$ cat src/rtl/child_port_arbiter_pkg.sv
// Shared definitions for the child-port arbiter: default sizes, the beat
// counter width and the arbitration state encoding.
package child_port_arbiter_pkg;

  localparam int DATA_W_DEFAULT = 32;
  localparam int N_REQ_DEFAULT  = 4;
  localparam int BEAT_CNT_W     = 16;

  typedef enum logic {
    ARB    = 1'b0,
    LOCKED = 1'b1
  } arb_state_t;

endpackage

$ cat src/rtl/child_port_arbiter_rr_pick.sv
// Rotating priority search: returns the first set bit of valid at or above
// ptr, wrapping from N_REQ-1 back to 0.
//   valid [N_REQ-1:0] in  : candidate requesters
//   ptr   [IDX_W-1:0] in  : index with highest priority this cycle
//   grant [N_REQ-1:0] out : one-hot winner (all zero when nothing valid)
//   idx   [IDX_W-1:0] out : binary index of the winner
//   any               out : some requester was valid
module rr_pick #(
  parameter int N_REQ = 4,
  localparam int IDX_W = $clog2(N_REQ)
) (
  input  logic [N_REQ-1:0] valid,
  input  logic [IDX_W-1:0] ptr,
  output logic [N_REQ-1:0] grant,
  output logic [IDX_W-1:0] idx,
  output logic             any
);

  always_comb begin
    int s;
    logic [IDX_W-1:0] j;
    grant = '0;
    idx   = '0;
    any   = 1'b0;
    s     = 0;
    j     = '0;
    for (int k = 0; k < N_REQ; k++) begin
      // ptr + k folded back into 0..N_REQ-1; ptr is always < N_REQ
      s = int'(ptr) + k;
      if (s >= N_REQ) s = s - N_REQ;
      j = IDX_W'(s);
      if (!any && valid[j]) begin
        any      = 1'b1;
        grant[j] = 1'b1;
        idx      = j;
      end
    end
  end

endmodule

$ cat src/rtl/child_port_arbiter.sv
// N-way round-robin arbiter with lock support feeding a one-entry output
// register toward the child datapath.
//   clock                       in  : rising-edge clock
//   reset                       in  : asynchronous active-low reset
//   io_in_valid  [N_REQ-1:0]    in  : per-requester valid
//   io_in_ready  [N_REQ-1:0]    out : per-requester ready (at most one high)
//   io_in_bits   [N_REQ*DATA_W] in  : requester i payload at [i*DATA_W +: DATA_W]
//   io_in_lock   [N_REQ-1:0]    in  : requester keeps the grant after this beat
//   io_out_valid                out : registered beat valid
//   io_out_ready                in  : child accepts the beat
//   io_out_bits  [DATA_W-1:0]   out : registered payload
//   io_out_src   [IDX_W-1:0]    out : requester that sourced io_out_bits
//   io_beat_count[15:0]         out : output beats accepted since reset
//
// state  | meaning
// ARB    | round-robin search from rr_ptr over all valid requesters
// LOCKED | only lock_id is granted until it sends a beat with lock=0
module child_port_arbiter
  import child_port_arbiter_pkg::*;
#(
  parameter int N_REQ  = N_REQ_DEFAULT,
  parameter int DATA_W = DATA_W_DEFAULT,
  localparam int IDX_W = $clog2(N_REQ)
) (
  input  logic                    clock,
  input  logic                    reset,
  input  logic [N_REQ-1:0]        io_in_valid,
  output logic [N_REQ-1:0]        io_in_ready,
  input  logic [N_REQ*DATA_W-1:0] io_in_bits,
  input  logic [N_REQ-1:0]        io_in_lock,
  output logic                    io_out_valid,
  input  logic                    io_out_ready,
  output logic [DATA_W-1:0]       io_out_bits,
  output logic [IDX_W-1:0]        io_out_src,
  output logic [BEAT_CNT_W-1:0]   io_beat_count
);

  arb_state_t       state, state_nxt;
  logic [IDX_W-1:0] rr_ptr, rr_ptr_nxt;
  logic [IDX_W-1:0] lock_id, lock_id_nxt;

  logic [N_REQ-1:0] pick_grant;
  logic [IDX_W-1:0] pick_idx;
  logic             pick_any;

  logic [N_REQ-1:0] lock_grant;
  logic [N_REQ-1:0] grant;
  logic [IDX_W-1:0] grant_idx;
  logic             can_load;
  logic             xfer;
  logic [DATA_W-1:0] sel_bits;

  function automatic logic [IDX_W-1:0] wrap_inc(input logic [IDX_W-1:0] i);
    return (i == IDX_W'(N_REQ - 1)) ? '0 : i + 1'b1;
  endfunction

  rr_pick #(.N_REQ(N_REQ)) u_rr_pick (
    .valid (io_in_valid),
    .ptr   (rr_ptr),
    .grant (pick_grant),
    .idx   (pick_idx),
    .any   (pick_any)
  );

  always_comb begin
    lock_grant          = '0;
    lock_grant[lock_id] = 1'b1;
  end

  // LOCKED grants lock_id even while it is not valid, so nobody else can
  // slip in between beats of a locked sequence.
  assign grant     = (state == LOCKED) ? lock_grant : (pick_any ? pick_grant : '0);
  assign grant_idx = (state == LOCKED) ? lock_id : pick_idx;
  assign can_load  = !io_out_valid || io_out_ready;

  // Gated by reset so the requesters see no ready while the block is held.
  assign io_in_ready = (reset && can_load) ? grant : '0;
  assign xfer        = |(io_in_valid & io_in_ready);

  always_comb begin
    sel_bits = '0;
    for (int i = 0; i < N_REQ; i++) begin
      if (grant_idx == IDX_W'(i)) sel_bits = io_in_bits[i*DATA_W +: DATA_W];
    end
  end

  // In LOCKED grant_idx equals lock_id, so one rule covers both states.
  always_comb begin
    state_nxt   = state;
    rr_ptr_nxt  = rr_ptr;
    lock_id_nxt = lock_id;
    if (xfer) begin
      if (io_in_lock[grant_idx]) begin
        state_nxt   = LOCKED;
        lock_id_nxt = grant_idx;
      end else begin
        state_nxt  = ARB;
        rr_ptr_nxt = wrap_inc(grant_idx);
      end
    end
  end

  always_ff @(posedge clock or negedge reset) begin
    if (!reset) begin
      state   <= ARB;
      rr_ptr  <= '0;
      lock_id <= '0;
    end else begin
      state   <= state_nxt;
      rr_ptr  <= rr_ptr_nxt;
      lock_id <= lock_id_nxt;
    end
  end

  always_ff @(posedge clock or negedge reset) begin
    if (!reset) begin
      io_out_valid  <= 1'b0;
      io_out_bits   <= '0;
      io_out_src    <= '0;
      io_beat_count <= '0;
    end else begin
      if (io_out_valid && io_out_ready) io_beat_count <= io_beat_count + 1'b1;
      if (xfer) begin
        io_out_valid <= 1'b1;
        io_out_bits  <= sel_bits;
        io_out_src   <= grant_idx;
      end else if (io_out_ready) begin
        io_out_valid <= 1'b0;
      end
    end
  end

endmodule

$ cat config.mk
export PLATFORM = sky130hd
export DESIGN_NAME = child_port_arbiter
export DESIGN_NICKNAME = d
export VERILOG_FILES = /design/src/rtl/child_port_arbiter_pkg.sv /design/src/rtl/child_port_arbiter_rr_pick.sv /design/src/rtl/child_port_arbiter.sv
export SDC_FILE = /design/constraint.sdc
export NUM_CORES = 1
export LEC_CHECK = 0
export CELL_PAD_IN_SITES_DETAIL_PLACEMENT = 0
export CELL_PAD_IN_SITES_GLOBAL_PLACEMENT = 1
export CORE_MARGIN = 2
export CORE_UTILIZATION = 27
export DETAILED_ROUTE_END_ITERATION = 6
export PLACE_DENSITY = 0.88
export SETUP_SLACK_MARGIN = 0.5
export SLEW_MARGIN = 10
export SYNTH_ARGS = -nofsm -noshare
export SYNTH_HDL_FRONTEND = slang
export SYNTH_SLANG_ARGS = --single-unit
$ cat constraint.sdc
create_clock -name clock -period 3.75 [get_ports clock]
set_input_delay 0.75 -clock clock [delete_from_list [all_inputs] [get_ports clock]]
set_output_delay 0.75 -clock clock [all_outputs]
set_load 0.005 [all_outputs]
==> summary.md, run 1 <==
| Metric | Value |
|---|---|
| Outcome | `complete, no violations` |
| Worst VDD drop | `0.379 mV` |
| DRT Pass-1 Iters | `4` |
| H-tree levels | `2` |
| Die area | `0.0163 sq mm` |
| Sequential Power Share | `14.0%` |
| Worst skew pair latency | `0.31 ns` |
| CTS buffer count | `5` |
| Comb pwr share | `79.4%` |
| DRC | `0` |
| Crit share post-route | `90.0%` |
| Die Ht | `128 um` |
| Vias/cell | `5.11` |
| Pleak | `0.00305 uW` |
| Synthesized area per cell | `9.13 sq um` |
| Area of the core | `0.0151 sq mm` |
| CP cell instances | `inv_4, ha_4, mux4_2, buf_6, a21oi_2, a2bb2oi_2, a31oi_1, nor2_2, a21oi_2, nor2_1, buf_2` |
| Net count, final | `844` |
| Num Clock Sinks | `56` |
| Main synth FF type | `dfrtp_1` |
| GR Util All Layers | `17.6%` |
| MaxCap Viol Count | `0` |
| Worst stage delay on the critical path | `0.58 ns` |
| Proportion of layout cells with a drive suffix above 1 | `31.8%` |
| Drt wl/cell | `18.0 um` |
| Share of the yosys chip area belonging to registers | `33.9%` |
| Int Power | `4340 uW` |
| Crit Path Class | `reg2out` |
| Post-synthesis cell count | `453` |
| Layout Utilization | `49.7%` |
| IO Pins | `194` |
| Filler Cell Count | `1,369` |
| Worst hold path type | `reg2reg` |
| Clock power share | `6.6%` |
| Post-DP HPWL | `10,800 um` |
| Unrepaired setup endpoints after global routing | `true` |
| Distinct cell type count of the synthesized netlist | `53` |
| ANT cells | `0` |
| Least-Margin Pin Slew | `0.740 ns` |
| CP Launch Point | `rr_ptr[0]` |
| Net count after synthesis | `604` |
| WL final | `15,900 um` |
| Wire length of the first global-routing pass | `22,600 um` |
| Seq cells post-synth | `56` |
| 1st-iter DRT viols | `206` |
| Worst-path clk slew | `0.07 ns` |
| Net switching power | `3120 uW` |
| Maximum clock frequency | `0.296 GHz` |
| Tot Pwr | `7470 uW` |
| Clk_skew | `0.00973 ns` |
| Clock root buffer | `clkbuf_16` |
| Min Hold Slack | `0.483 ns` |
| Final setup violation count | `0` |
| Startpoint Class | `flop` |
| Yosys warns | `0` |
| PD cells | `996 mW/mm^2` |
| Final Worst Setup Slack | `0.376 ns` |
| Post-synth EDFFs | `0` |
| CP max FO | `4` |
| Rel. slew slack | `50.7%` |
| Synthesized area | `0.00414 sq mm` |
| Port Buffers | `193` |
| Post-DRT Antenna Nets | `0` |
| Starting density of the core | `27.4%` |
| Most frequent cells in the layout | `clkdlybuf4s50_1 (184), dfrtp_1 (56), nand2_1 (48)` |
| WP data required | `3.00 ns` |
| Initial antenna violation count | `0` |
| WP data arrival | `2.62 ns` |
| Die span in x | `128 um` |
| Vias in the first global route | `4,426` |
| RePlAce Congestion | `0.865` |
| Synth-to-layout area growth | `81.3%` |
| Most numerous cell on the critical path | `a21oi_2` |
| Most common cell after layout, fill and taps aside | `clkdlybuf4s50_1` |
| FFs w/ async S/R, synth | `100%` |
| Vias after detailed routing | `4,507` |
| HP Start | `io_beat_count[15]` |
| Switching Share | `41.8%` |
| Crit-path slowest cell | `mux4_2` |
| Place WS | `-0.616 ns` |
| Reg2reg start | `rr_ptr[0]` |
| CTS tree | `built` |
| CP Capture Type | `output port` |
| Largest net degree at the start of global routing | `57` |
| Max Root-Sink Buffers | `2` |
| Final Hold Viols | `0` |
| Slew Viols, Final | `0` |
| GRT overflow | `0` |
| Min Tclk post-route | `3.37 ns` |
| FP Rows | `45` |
flip-flops by register name, summed over array words and instances, names as in the netlist:
name           cells
io_out_valid       1
io_beat_count     16
io_out_src         2
lock_id            2
state              1
rr_ptr             2
io_out_bits       32
power groups by stage:
stage	registers, uW	logic (uW)	clock network (uW)
3_3_place_gp	1040	4390	0
3_5_place_dp	1050	4440	0
4_1_cts	1050	4920	505
5_1_grt	1080	6390	535
2_1_floorplan	1000	3000	0
6_report	1050	5930	491
stage by stage:
stage	std cells	area [sq um]	TNS (ns)
global placement	838	6580	-15.85
CTS	859	6920	0
global route	882	7500	0
floorplan	453	4300	0
finish	882	7500	0
detailed placement	838	6580	-18.39
cells in the mapped netlist (all sizes together), types with 2 or more instances:
master | count | area, sq um
ha | 12 | 150
mux2 | 42 | 578
a221oi | 2 | 17.5
nand2b | 4 | 25.0
a21o | 2 | 15.0
mux4 | 4 | 90.1
nor3 | 2 | 10.0
nand4 | 7 | 43.8
buf | 15 | 97.6
xnor2 | 11 | 96.3
inv | 8 | 30.0
mux2i | 5 | 50.1
nand2 | 49 | 191
a41o | 2 | 20.0
xor2 | 4 | 35.0
o22a | 2 | 17.5
a22oi | 33 | 248
and3 | 3 | 18.8
or3b | 2 | 17.5
a21oi | 40 | 200
o21ai | 40 | 200
o21a | 4 | 30.0
a211oi | 4 | 30.0
o31ai | 2 | 15.0
and2 | 4 | 25.0
nor2b | 3 | 18.8
nor2 | 45 | 171
o22ai | 2 | 12.5
clkbuf | 21 | 78.8
dfrtp | 56 | 1400
nand3 | 9 | 45.0
metal layers:
layer	up-vias	track usage, %	part of all wire, %
met5	-	0	0
met4	0	3.36	0.87
met3	12	4.67	7.3
met2	194	30.8	49
met1	2175	22.0	42
li1	2126	-	-
path summary, 6_finish.rpt:
check / to / slack (ns) / cells after the start
setup / recovery: io_in_ready[2] / 0.38 / 11
hold / removal: io_beat_count[15] / 0.48 / 1
setup reg to reg: io_out_bits[27] / 0.44 / 16
hold reg to reg: io_beat_count[15] / 0.48 / 1
min in group asynchronous: lock_id[1] / 0.63 / 2
max in group asynchronous: io_beat_count[8] / 2.64 / 2
cells by family after synthesis:
logic type | count (synthesis) | synth area share, %
AOI/OAI and AO/OA | 144 | 22.7
and+or+nand+nor | 131 | 14.3
DFF | 56 | 33.9
muxes | 51 | 17.4
buffers and inverters | 44 | 4.99
xor gates and xnor gates | 15 | 3.18
adders and majority gates | 12 | 3.63
repair_timing:
item	CTS	global route
gates cloned	2	7
resized for setup	53	92
hold buffers	0	0
endpoints found under the setup margin	44	39
setup buffers	11	16
pin swaps	8	10
layout make-up:
class	instances	area [sq um]	share of cell area, %
clock buffer	5	125	1.67
clock inverter	3	21.3	0.284
inverter	8	32.5	0.434
multi-input combinational	354	2920	38.9
sequential	56	1400	18.7
tap	188	235	3.14
timing repair buffer	268	2770	36.9
worst max-delay path: cells and delay by family, from the launching register on:
family                     cells  cell delay (ns)
AOI/OAI and AO/OA              4             0.56
muxes                          1             0.58
and+or+nand+nor                2             0.12
DFF                            1             0.41
buffers and inverters          3             0.35
adders and majority gates      1             0.29
No activity file was read; power rests on OpenSTA's default activity.
==> inputs of run 2 (changes only) <==
--- a/config.mk
+++ b/config.mk
@@ -5,6 +5,7 @@
 export SDC_FILE = /design/constraint.sdc
 export NUM_CORES = 1
 export LEC_CHECK = 0
+export ABC_CLOCK_PERIOD_IN_PS = 3750
 export CELL_PAD_IN_SITES_DETAIL_PLACEMENT = 0
 export CELL_PAD_IN_SITES_GLOBAL_PLACEMENT = 1
 export CORE_MARGIN = 2
==> results of run 2 <==
Final layout, timing and power as in run 1 (identical DEF).
